File: config.mk
export PLATFORM = sky130hd
export DESIGN_NAME = gpioemu_bus_master
export DESIGN_NICKNAME = d
export VERILOG_FILES = /design/src/rtl/gpioemu_bus_master.sv
export SDC_FILE = /design/constraint.sdc
export NUM_CORES = 1
export LEC_CHECK = 0
export CAP_MARGIN = 30
export CORE_ASPECT_RATIO = 1.5
export CORE_UTILIZATION = 30
export CTS_CLUSTER_SIZE = 28
export DETAILED_ROUTE_END_ITERATION = 10
export PLACE_DENSITY = 0.62
export SLEW_MARGIN = 40
export SYNTH_ARGS = -nofsm -noshare
export SYNTH_HDL_FRONTEND = slang
export SYNTH_SLANG_ARGS = --single-unit
File: constraint.sdc
create_clock -name clk -period 2 [get_ports clk]
set_clock_uncertainty 0.1 [all_clocks]
set_input_delay 0.4 -clock clk [delete_from_list [all_inputs] [get_ports clk]]
set_output_delay 0.4 -clock clk [all_outputs]
set_load 0.02 [all_outputs]
File: src/rtl/gpioemu_bus_master.sv
// Bus initiator for the gpioemu multiply/popcount peripheral: writes both operands,
// launches the job, polls status until ready (or timeout), then reads W and L back.
module gpioemu_bus_master #(
  parameter int unsigned STROBE_LEN = 2,
  parameter int unsigned POLL_GAP   = 4,
  parameter int unsigned MAX_POLLS  = 64,
  parameter int unsigned RD_W_TWICE = 1
) (
  input  logic        clk,
  input  logic        n_reset,
  input  logic        start,
  input  logic [23:0] arg_a,
  input  logic [23:0] arg_b,
  output logic        busy,
  output logic        done,
  output logic [31:0] result_w,
  output logic [23:0] ones_l,
  output logic [1:0]  status_b,
  output logic        overflow,
  output logic        timeout,
  output logic [15:0] saddress,
  output logic        swr,
  output logic        srd,
  output logic [31:0] sdata_out,
  input  logic [31:0] sdata_in
);

  typedef enum logic [3:0] {IDLE, WR_A, WR_B, WR_CTRL, GAP, POLL, RD_W, RD_L, FIN} state_t;
  typedef enum logic [1:0] {PH_SETUP, PH_STROBE, PH_HOLD} phase_t;

  localparam int unsigned CNT_MAX = (STROBE_LEN > POLL_GAP) ? STROBE_LEN : POLL_GAP;
  localparam int unsigned CW      = $clog2(CNT_MAX + 1);
  localparam int unsigned PW      = $clog2(MAX_POLLS + 1);
  localparam logic [CW-1:0] STROBE_LAST = CW'(STROBE_LEN - 1);
  localparam logic [CW-1:0] GAP_LAST    = CW'(POLL_GAP - 1);
  localparam logic [PW-1:0] POLL_LIMIT  = PW'(MAX_POLLS);

  localparam logic [15:0] ADDR_A    = 16'h037F;
  localparam logic [15:0] ADDR_B    = 16'h0388;
  localparam logic [15:0] ADDR_CTRL = 16'h03A0;
  localparam logic [15:0] ADDR_W    = 16'h0390;
  localparam logic [15:0] ADDR_L    = 16'h0398;

  state_t        state, after_access, gap_or_poll;
  phase_t        phase;
  logic [CW-1:0] cnt;
  logic [PW-1:0] poll_cnt;
  logic          rd_second;
  logic [23:0]   op_a, op_b;
  logic [31:0]   w_hold;
  logic [23:0]   l_hold;

  function automatic logic [15:0] addr_of(state_t s);
    case (s)
      WR_A:          return ADDR_A;
      WR_B:          return ADDR_B;
      WR_CTRL, POLL: return ADDR_CTRL;
      RD_W:          return ADDR_W;
      RD_L:          return ADDR_L;
      default:       return '0;
    endcase
  endfunction

  function automatic logic [31:0] wdata_of(state_t s, logic [23:0] a, logic [23:0] b);
    case (s)
      WR_A:    return {8'h00, a};
      WR_B:    return {8'h00, b};
      default: return '0;
    endcase
  endfunction

  function automatic logic is_write(state_t s);
    return (s == WR_A) || (s == WR_B) || (s == WR_CTRL);
  endfunction

  // Successor of the access currently in its HOLD cycle; status_b is already updated here.
  always_comb begin
    gap_or_poll  = (POLL_GAP == 0) ? POLL : GAP;
    after_access = IDLE;
    case (state)
      WR_A:    after_access = WR_B;
      WR_B:    after_access = WR_CTRL;
      WR_CTRL: after_access = gap_or_poll;
      POLL: begin
        if (status_b[1])                after_access = RD_W;
        else if (poll_cnt == POLL_LIMIT) after_access = FIN;
        else                            after_access = gap_or_poll;
      end
      RD_W:    after_access = ((RD_W_TWICE != 0) && !rd_second) ? RD_W : RD_L;
      RD_L:    after_access = FIN;
      default: after_access = IDLE;
    endcase
  end

  always_ff @(posedge clk or negedge n_reset) begin
    if (!n_reset) begin
      state     <= IDLE;
      phase     <= PH_SETUP;
      cnt       <= '0;
      poll_cnt  <= '0;
      rd_second <= 1'b0;
      op_a      <= '0;
      op_b      <= '0;
      w_hold    <= '0;
      l_hold    <= '0;
      busy      <= 1'b0;
      done      <= 1'b0;
      result_w  <= '0;
      ones_l    <= '0;
      status_b  <= '0;
      overflow  <= 1'b0;
      timeout   <= 1'b0;
      saddress  <= '0;
      swr       <= 1'b0;
      srd       <= 1'b0;
      sdata_out <= '0;
    end else begin
      case (state)
        IDLE: begin
          if (start) begin
            op_a      <= arg_a;
            op_b      <= arg_b;
            timeout   <= 1'b0;
            busy      <= 1'b1;
            state     <= WR_A;
            phase     <= PH_SETUP;
            saddress  <= ADDR_A;
            sdata_out <= {8'h00, arg_a};
          end
        end
        GAP: begin
          if (cnt == GAP_LAST) begin
            cnt      <= '0;
            state    <= POLL;
            phase    <= PH_SETUP;
            saddress <= ADDR_CTRL;
          end else begin
            cnt <= cnt + CW'(1);
          end
        end
        FIN: begin
          done     <= 1'b0;
          overflow <= 1'b0;
          state    <= IDLE;
        end
        default: begin
          case (phase)
            PH_SETUP: begin
              phase <= PH_STROBE;
              cnt   <= '0;
              swr   <= is_write(state);
              srd   <= !is_write(state);
              if (state == POLL) poll_cnt <= poll_cnt + PW'(1);
            end
            PH_STROBE: begin
              if (cnt == STROBE_LAST) begin
                swr   <= 1'b0;
                srd   <= 1'b0;
                phase <= PH_HOLD;
                case (state)
                  POLL:    status_b <= sdata_in[1:0];
                  RD_W:    w_hold   <= sdata_in;
                  RD_L:    l_hold   <= sdata_in[23:0];
                  default: ;
                endcase
              end else begin
                cnt <= cnt + CW'(1);
              end
            end
            default: begin
              state     <= after_access;
              phase     <= PH_SETUP;
              cnt       <= '0;
              saddress  <= addr_of(after_access);
              sdata_out <= wdata_of(after_access, op_a, op_b);
              if (state == WR_CTRL) poll_cnt <= '0;
              if (state == RD_W) rd_second <= (after_access == RD_W);
              if (after_access == FIN) begin
                done <= 1'b1;
                busy <= 1'b0;
                if (state == POLL) begin
                  timeout <= 1'b1;
                end else begin
                  result_w <= w_hold;
                  ones_l   <= l_hold;
                  overflow <= ~status_b[0];
                end
              end
            end
          endcase
        end
      endcase
    end
  end

endmodule

## Yosys cells after proc, flatten, opt, wreduce, memory -nomap -nowiden

Index checks and enable logic that the tools add are counted.
W data, S select, Z words.

| word-level totals | value |
|---|---|
| flip-flop bits (word level) | 233 |
| output and inout port bits | 112 |
| logic and storage cells | 142 |

| operators by class | value |
|---|---|
| equal/unequal tests | 30 |
| bitwise operators | 9 |
| muxes and demuxes | 48 |
| reduce and logical (&&, ||, !) cells | 33 |
| add/subtract/negate cells | 2 |

Operators by type and width:

| cell | count |
|---|---|
| $mux W32 | 2 |
| $pmux W32 S2 | 1 |
| $pmux W10 S5 | 1 |
| $mux W16 | 3 |
| $pmux W16 S3 | 1 |
| $pmux W24 S2 | 1 |
| $reduce_and A4 Y1 | 9 |
| $eq A4 B3 Y1 const B | 7 |
| $pmux W4 S6 | 1 |
| $mux W4 | 5 |
| $eq A4 B2 Y1 const B | 4 |
| $reduce_and A3 Y1 | 5 |
| $mux W1 | 14 |
| $mux W7 | 2 |
| $pmux W7 S2 | 1 |
| $pmux W1 S2 | 6 |
| $pmux W4 S3 | 1 |
| $reduce_bool A2 Y1 | 5 |
| $reduce_or A2 Y1 | 5 |
| $mux W3 | 3 |
| $not A1 Y1 | 9 |
| $eq A4 B1 Y1 const B | 2 |
| $eq A4 B4 Y1 const B | 2 |
| $ne A2 B2 Y1 const B | 4 |
| 22 further kinds | 28 |

## Longest topological paths before layout

Gate-level depths: netlist (run 1).

| logic depth | value |
|---|---|
| depth in word-level cells | 9 |
| depth in mapped cells | 7 |

## Least setup slack after synthesis (run 1)

Ideal clock, no wire load.

| timing path | value |
|---|---|
| kind | register to register |
| start point | reg cnt[0] |
| end point | reg saddress[5] |
| path slack | -0.033 ns |
| data required time | 1.775 ns |
| library setup time | 0.125 ns |
| stages on the path, launching flop included | 7 |
| clock period less this slack | 2.033 ns |
| arrival | 1.808 ns |
| cells stage by stage | dfrtp_1 ha_1 ha_1 mux2_2 and2_1 a21oi_1 mux2_2 |

| on the way | value |
|---|---|
| cells in the longest elaborated chain, start to end | 3 |

RTL lines:

| what | line | RTL |
|---|---|---|
| start: declaration | 46 | `logic [CW-1:0] cnt;` |
| start signal: assignment | 138 | `cnt <= cnt + CW'(1);` |
| start signal: assignment | 167 | `cnt <= cnt + CW'(1);` |
| $eq A3 B2 Y1 | 132 | `if (cnt == GAP_LAST) begin` |
| $ne A2 B2 Y1 (no line) | n/a |  |
| $reduce_and A4 Y1 (no line) | n/a |  |
| end signal: assignment | 174 | `saddress <= addr_of(after_access);` |
| end: declaration | 21 | `output logic [15:0] saddress,` |

No other way between the ends.
A chain may end at the register's enable or synchronous reset.

## Final worst setup path (run 1)

| timing path | value |
|---|---|
| start point | reg cnt[1] |
| end point | reg l_hold[21] |

| on the way | value |
|---|---|
| cells in the longest elaborated chain, start to end | 2 |

RTL lines:

| what | line | RTL |
|---|---|---|
| $eq A3 B1 Y1 | 156 | `if (cnt == STROBE_LAST) begin` |
| $reduce_and A4 Y1 (no line) | n/a |  |
| end signal: assignment | 163 | `RD_L: l_hold <= sdata_in[23:0];` |
| end: declaration | 51 | `logic [23:0] l_hold;` |

No other way between the ends.

==> impl_metrics.csv, run 1 <==
group,metric,value,unit
outcome,run_status,"complete, no violations",
global_routing,antenna_found_initial,0,
synthesis,synth_edf_count,0,
power_and_ir_drop,power_frac_seq,0.401,
job,maxCapViolations,0,
detailed_routing,postRouteAntennaNets,0,
sta,rsz0062_at_grt,"true",
clock_network,htreeDepth,4,
synthesis,yosysTopAreaCell,"dfrtp_1",
worst_setup_path,crit_path_start_kind,"flop",
sta,fmax,517.3,MHz
synthesis,synthTopCellsByCount,"dfrtp_1, mux2_2, nand2_1, o21ai_0, a22oi_1",
hold_path,hp-start,"op_b[6]$_DFFE_PN0P_",
floorplan,die_w,135.5,um
detailed_routing,vias,5578,
power_and_ir_drop,switching_share,0.3385,
detailed_routing,dr.pass1.iters,4,
detailed_routing,route.detailed.drc,0,
detailed_routing,via_per_inst,4.633,
power_and_ir_drop,clock_power_share,0.217,
sta,period_needed,1.933,ns
floorplan,die_h,202.3,um
finish,final_nets,944,
clock_network,cts.sinks,191,
synthesis,ys_warn_count,0,
global_routing,grt_pass1_wl,31430,um
worst_setup_path,reg2reg_depth,7,
synthesis,avgSynthCellArea,12.27,um2
synthesis,post-synth-top-count-cell,"dfrtp_1",
worst_setup_path,path_max_fanout,12,
detailed_routing,wl,19040,um
global_routing,grt_max_degree,57,
clock_network,cts_made_buffers,17,
synthesis,synth_cell_types,49,
worst_setup_path,crit_arrival,2.14,ns
worst_setup_path,reg2reg_slack,0.07,ns
power_and_ir_drop,p_comb_frac,0.382,
finish,syn_to_final_growth,38.82,%
hold_path,holdPathEnd,"op_b[6]$_DFFE_PN0P_",
detailed_routing,wl_per_cell,15.81,um
synthesis,synth-seq-cells,191,
hold_path,hold-path-cell-count,2,
clock_network,clk_pin_slew,0.07,ns
worst_setup_path,r2r-end,"l_hold[21]$_DFFE_PN0P_",
finish,diodes,0,
clock_network,cts_tree,"yes",
finish,stdcell_area,11140,um2
sta,setup_violations,0,
global_routing,overflow,0,
clock_network,clk_latency,0.43,ns
sta,slew_viol_final,0,
sta,finalCritPeriodShare,0.9666,
global_routing,first_global_vias,6105,
synthesis,yosysSeqAreaShare,0.5956,
detailed_routing,drtIter0Drc,148,
synthesis,ys.flop_type,"dfrtp_1",
global_routing,grtUsageTotal,0.1469,
placement,dp_slack,0.003244,ns
floorplan,io_pins,195,
worst_setup_path,path_class,"reg -> reg",
power_and_ir_drop,p_total,15370,uW
power_and_ir_drop,p_int,10170,uW
power_and_ir_drop,powerDensity,1380,nW/um2
sta,setup_ws,0.06672,ns
synthesis,synthTopCellsByArea,"dfrtp_1, mux2_2, nand2_1",
power_and_ir_drop,peakVddDrop,688.7,uV
worst_setup_path,worstReg2RegStart,"cnt[1]$_DFFE_PN0P_",
floorplan,core_area,26400,um2
floorplan,die-area,27420,um2
finish,n_fill_cell,2498,
floorplan,start_util,0.3040,
power_and_ir_drop,power.switching,5204,uW
synthesis,synthesis.instances,654,
synthesis,synth_top_area_share,0.5956,
placement,port_buffers,180,
hold_path,hold_path_class,"reg -> reg",
floorplan,row_count,73,
sta,hold_viol_final,0,
worst_setup_path,cp.required,2.21,ns
synthesis,synthArstFlopShare,1.000,
worst_setup_path,cp-end-kind,"flop",
clock_network,cts-root-buf,"clkbuf_16",
synthesis,netlist_area,8025,um2
finish,layout-drive-gt1-share,0.2491,
placement,dpl_cell_area,10480,um2
placement,place_congestion,0.7985,
placement,dp_hpwl,13450,um
clock_network,cts_max_path_buffers,2,
power_and_ir_drop,p_leak,0.005005,uW
[placed cells by master (no fill, tap or decap), types with 3 or more instances in the layout]
cell type and n:
nand2_1 115, clkbuf_16 18, a22oi_1 24, nor2b_1 6
nand2b_1 5, nor3_1 5, xnor2_1 6, ha_2 3
buf_4 31, clkbuf_8 3, dlymetal6s2s_1 4, dlygate4sd2_1 8
a21oi_1 9, nor2_1 15, o32ai_1 3, o21ai_1 4
clkdlybuf4s50_1 167, clkinv_4 3, nand3_1 3, conb_1 14
a21o_1 3, dfrtp_1 190, o21ai_0 27, mux2_2 118
a211oi_1 4, ha_1 3, inv_1 11, inv_6 5
buf_12 13
[worst max path at each step]
| stage | from | endpoint | slack [ns] | cells after the start |
|---|---|---|---|---|
| 5_1_grt | cnt[1]$_DFFE_PN0P_ | l_hold[13]$_DFFE_PN0P_ | -0.03 | 7 |
| 3_3_place_gp | start | saddress[5]$_DFFE_PN0P_ | 0.04 | 5 |
| 2_1_floorplan | cnt[0]$_DFFE_PN0P_ | saddress[5]$_DFFE_PN0P_ | 0.06 | 6 |
| 4_1_cts | saddress[5]$_DFFE_PN0P_ | saddress[5] | 0.0006 | 1 |
| 6_report | cnt[1]$_DFFE_PN0P_ | l_hold[21]$_DFFE_PN0P_ | 0.07 | 7 |
| 3_5_place_dp | cnt[0]$_DFFE_PN0P_ | saddress[5]$_DFFE_PN0P_ | 0.003 | 6 |
[power groups by stage]
stage	registers [uW]	logic (uW)	clock network, uW
after global placement	6180	5800	0
after floorplan	6740	2700	0
after detailed placement	6230	5890	0
after global routing	6370	6390	3640
final	6160	5870	3340
after CTS	6170	5890	3500
[cell families (layout without fill, tap and decap cells)]
group	Yosys count	in the layout	synth area share
other	1	14	0.0004673
DFF	191	191	0.5956
muxes	119	119	0.1670
adders and majority gates	7	7	0.01060
and+or+nand+nor	169	169	0.09588
AOI/OAI and AO/OA	92	92	0.07796
xor gates and xnor gates	6	6	0.006548
buffers and inverters	69	269	0.04599
[metal layers]
| metal | GRT usage | part of all wire | wire [um] | vias to the layer above |
|---|---|---|---|---|
| li1 | - | - | - | 2623 |
| met1 | 0.1605 | 0.40 | 7584 | 2748 |
| met2 | 0.2564 | 0.51 | 9631 | 188 |
| met3 | 0.05242 | 0.081 | 1538 | 19 |
| met4 | 0.05538 | 0.015 | 283 | 0 |
| met5 | 0 | 0 | 0 | - |
[layout make-up]
class	instances	area, um2	area share
clock inverter	11	118.9	0.01067
timing repair buffer	227	2345	0.2105
clock buffer	20	456.7	0.04099
inverter	11	41.29	0.003706
tap	337	421.7	0.03785
multi-input combinational	407	2977	0.2672
sequential	191	4781	0.4291
[flip-flops by register name, indices dropped and copies added, names as in the netlist, 4 cells and up]
name and cells:
sdata_out 24, op_b 24, state 4, saddress 6, result_w 32, l_hold 24, w_hold 32, ones_l 24
poll_cnt 7
[what timing repair did]
action | CTS | global route
setup buffers | 1 | 1
cloned | 0 | 1
setup endpoints to repair | 9 | 37
hold endpoints to repair | 43 | 0
gates resized for setup | 8 | 14
pin swaps | 0 | 1
hold buffers | 1 | 0
[per-stage QoR]
stage	cells	setup TNS (ns)	hold WS (ns)	util
detailed placement	1169	0	0.3034	0.3969
finish	1204	0	0.3757	0.4221
global route	1204	-0.6095	0.4001	0.4221
global placement	1169	0	0.3000	0.3969
floorplan	667	0	0.004409	-
CTS	1202	0	0.3746	0.4190
[critical path: stages (launching register included)]
cell and delay, ns:
dfrtp_1 0.39, inv_1 0.06, ha_2 0.21, nand2b_4 0.08, nor4_4 0.26, buf_4 0.19, buf_12 0.16, mux2_2 0.35
Note: power is estimated with default switching activity, not from simulation.
==> run 2, diff against run 1 <==
--- a/config.mk
+++ b/config.mk
@@ -6,12 +6,15 @@
 export NUM_CORES = 1
 export LEC_CHECK = 0
 export CAP_MARGIN = 30
+export CELL_PAD_IN_SITES_DETAIL_PLACEMENT = 1
+export CELL_PAD_IN_SITES_GLOBAL_PLACEMENT = 1
 export CORE_ASPECT_RATIO = 1.5
 export CORE_UTILIZATION = 30
 export CTS_CLUSTER_SIZE = 28
 export DETAILED_ROUTE_END_ITERATION = 10
-export PLACE_DENSITY = 0.62
+export PLACE_DENSITY = 0.71
 export SLEW_MARGIN = 40
 export SYNTH_ARGS = -nofsm -noshare
 export SYNTH_HDL_FRONTEND = slang
 export SYNTH_SLANG_ARGS = --single-unit
+export TNS_END_PERCENT = 100
==> constraint.sdc (replaced) <==
create_clock -name clk -period 1.8 [get_ports clk]
set_clock_uncertainty 0.1 [all_clocks]
set_input_delay 0.36 -clock clk [delete_from_list [all_inputs] [get_ports clk]]
set_output_delay 0.36 -clock clk [all_outputs]
set_load 0.02 [all_outputs]
==> run 2 against run 1 <==
Compared with the run above:
- the run now ends with negative setup slack left
- non-clock buffer count grew 72
- fmax is 2.1% higher
- critical path type unchanged
- highest routed layer unchanged
- wire length is 32% higher
- sequential power grew 12%
- setup slack got worse by 0.16 ns
- register-to-register slack worse by 0.16 ns
- sequential cell count is the same
==> impl_metrics.csv, run 2 (same netlist as run 1, synthesis figures left out) <==
group,metric,value,unit
sta,slew_viol_final,0,
finish,final_common_cell,"dfrtp_1",
worst_setup_path,cp.required,2.02,ns
clock_network,cts-root-buf,"clkbuf_16",
global_routing,grt_max_degree,41,
clock_network,clk_pin_slew,0.07,ns
clock_network,cts_max_path_buffers,2,
placement,place_congestion,0.7514,
finish,top_regs,"result_w: 32 flops, w_hold: 32 flops",
placement,port_buffers,180,
worst_setup_path,path_max_fanout,3,
global_routing,grt_pass1_wl,36360,um
clock_network,htreeDepth,4,
worst_setup_path,path_class,"reg -> reg",
sta,setup_violations,98,
sta,hold_viol_final,0,
worst_setup_path,slowest_delay,0.45,ns
hold_path,hold_path_class,"in -> async",
global_routing,first_global_vias,6611,
floorplan,row_count,73,
clock_network,cts.sinks,191,
worst_setup_path,crit_slowest_cell,"dfrtp_2",
finish,diodes,0,
clock_network,cts_made_buffers,17,
worst_setup_path,crit_arrival,2.11,ns
global_routing,grtUsageTotal,0.1727,
worst_setup_path,path_cells,"ha_4, ha_4, mux2_4, and2_4, a21oi_4, mux2_4",
finish,final_nets,1016,
detailed_routing,drtIter0Drc,168,
sta,finalCritPeriodShare,1.052,
detailed_routing,vias,6105,
clock_network,clk_latency,0.43,ns
floorplan,die_w,135.5,um
finish,layout-drive-gt1-share,0.3766,
outcome,run_status,"complete, but fails checks",
finish,syn_to_final_growth,55.08,%
sta,setup_ws,-0.09352,ns
detailed_routing,wl,25210,um
detailed_routing,via_per_inst,4.781,
outcome,violations,"negative setup slack",
sta,fmax,528.1,MHz
sta,rsz0062_at_grt,"true",
worst_setup_path,worstReg2RegStart,"cnt[1]$_DFFE_PN0P_",
job,maxCapViolations,0,
worst_setup_path,cp-end-kind,"flop",
floorplan,start_util,0.3040,
placement,dp_cells,1204,
power_and_ir_drop,peakVddDrop,862.2,uV
floorplan,die_h,202.3,um
finish,stdcell_area,12450,um2
finish,final_cell_mix,"dfrtp_1, dlygate4sd2_1, nand2_1",
floorplan,io_pins,195,
sta,period_needed,1.894,ns
detailed_routing,postRouteAntennaNets,0,
worst_setup_path,reg2reg_slack,-0.09,ns
detailed_routing,wl_per_cell,19.74,um
global_routing,antenna_found_initial,0,
detailed_routing,dr.pass1.iters,4,
floorplan,core_area,26400,um2
power_and_ir_drop,p_leak,0.006043,uW
floorplan,die-area,27420,um2
worst_setup_path,crit_path_start_kind,"flop",
placement,dp_hpwl,15260,um
worst_setup_path,reg2reg_depth,6,
placement,dpl_cell_area,10770,um2
worst_setup_path,r2r-end,"saddress[5]$_DFFE_PN0P_",
global_routing,overflow,0,
detailed_routing,route.detailed.drc,0,
clock_network,cts_tree,"yes",
finish,finalNonFillerCells,1277,
power_and_ir_drop,powerDensity,1541,nW/um2
[run 2: cell count changes in the layout (fill, tap and decap cells not counted), moves of 8 or more]
cell	previous run	this run
dlygate4sd2_1	8	97
clkdlybuf4s50_1	167	81
mux2_4	0	41
mux2_2	118	78
buf_4	31	66
nand2_1	115	85
nand2_2	0	22
o21ai_0	27	7
buf_6	1	18
o21ai_1	4	15
o21ai_2	0	9
clkbuf_16	18	26
nand2_4	0	8
[run 2: what timing repair did]
action                                  CTS  global route
gates cloned                              4            13
pin swaps                                 6            30
setup buffers                            15             9
endpoints found under the setup margin  251           158
hold buffers                              1             0
gates resized for setup                 175           105
hold endpoints to repair                 34             0
[run 2: area by class of cell]
cell class              instances  area (um2)
inverters                      11       41.29
multi-input cells             407        3465
clock buffers                  18       439.2
repair buffers                299        3141
well taps                     337       421.7
clock inverters                14       150.1
fillers                      2768       13950
flip-flops and latches        191        4788
[run 2: worst max-delay path by stage]
stage,end,from,slack [ns],cells past startpoint
floorplan,poll_cnt[6]$_DFFE_PN0P_,phase[1]$_DFFE_PN0P_,-0.07,6
global placement,cnt[0]$_DFFE_PN0P_,state[2]$_DFFE_PN0P_,-0.15,6
detailed placement,saddress[5]$_DFFE_PN0P_,cnt[1]$_DFFE_PN0P_,-0.17,6
CTS,saddress[5]$_DFFE_PN0P_,cnt[0]$_DFFE_PN0P_,-0.1,6
global route,saddress[5]$_DFFE_PN0P_,cnt[1]$_DFFE_PN0P_,-0.14,6
finish,saddress[5]$_DFFE_PN0P_,cnt[1]$_DFFE_PN0P_,-0.09,6
[run 2: through the flow]
stage	TNS, ns	hold slack, ns	total power (uW)	setup slack [ns]	util
after floorplan	-1.563	-0.03559	10580	-0.06867	-
after global placement	-7.207	0.2263	13880	-0.1541	0.4080
after detailed placement	-10.56	0.2295	14150	-0.1692	0.4080
after CTS	-5.390	0.3245	18350	-0.09706	0.4453
after global routing	-11.18	0.3343	20210	-0.1413	0.4715
final	-2.708	0.3357	19180	-0.09352	0.4715
[run 2: worst max-delay path, delay by kind of cell (launching register included)]
kind	cells	cell delay [ns]
and+or+nand+nor	1	0.15
AOI/OAI and AO/OA	1	0.14
adders and majority gates	2	0.36
muxes	2	0.58
DFF	1	0.45
[run 2: metal layers]
layer | wire length (um) | vias up | share of wire | GRT usage
met5 | 0 | - | 0 | 0
met4 | 495 | 0 | 0.020 | 0.05056
met3 | 1345 | 27 | 0.053 | 0.04590
met2 | 13510 | 183 | 0.54 | 0.3041
met1 | 9863 | 3122 | 0.39 | 0.2021
li1 | - | 2773 | - | -
[run 2: report_power, final]
| part | internal, uW | switching [uW] |
|---|---|---|
| clock network | 2000 | 1790 |
| registers | 5920 | 1000 |
| logic | 4370 | 4100 |
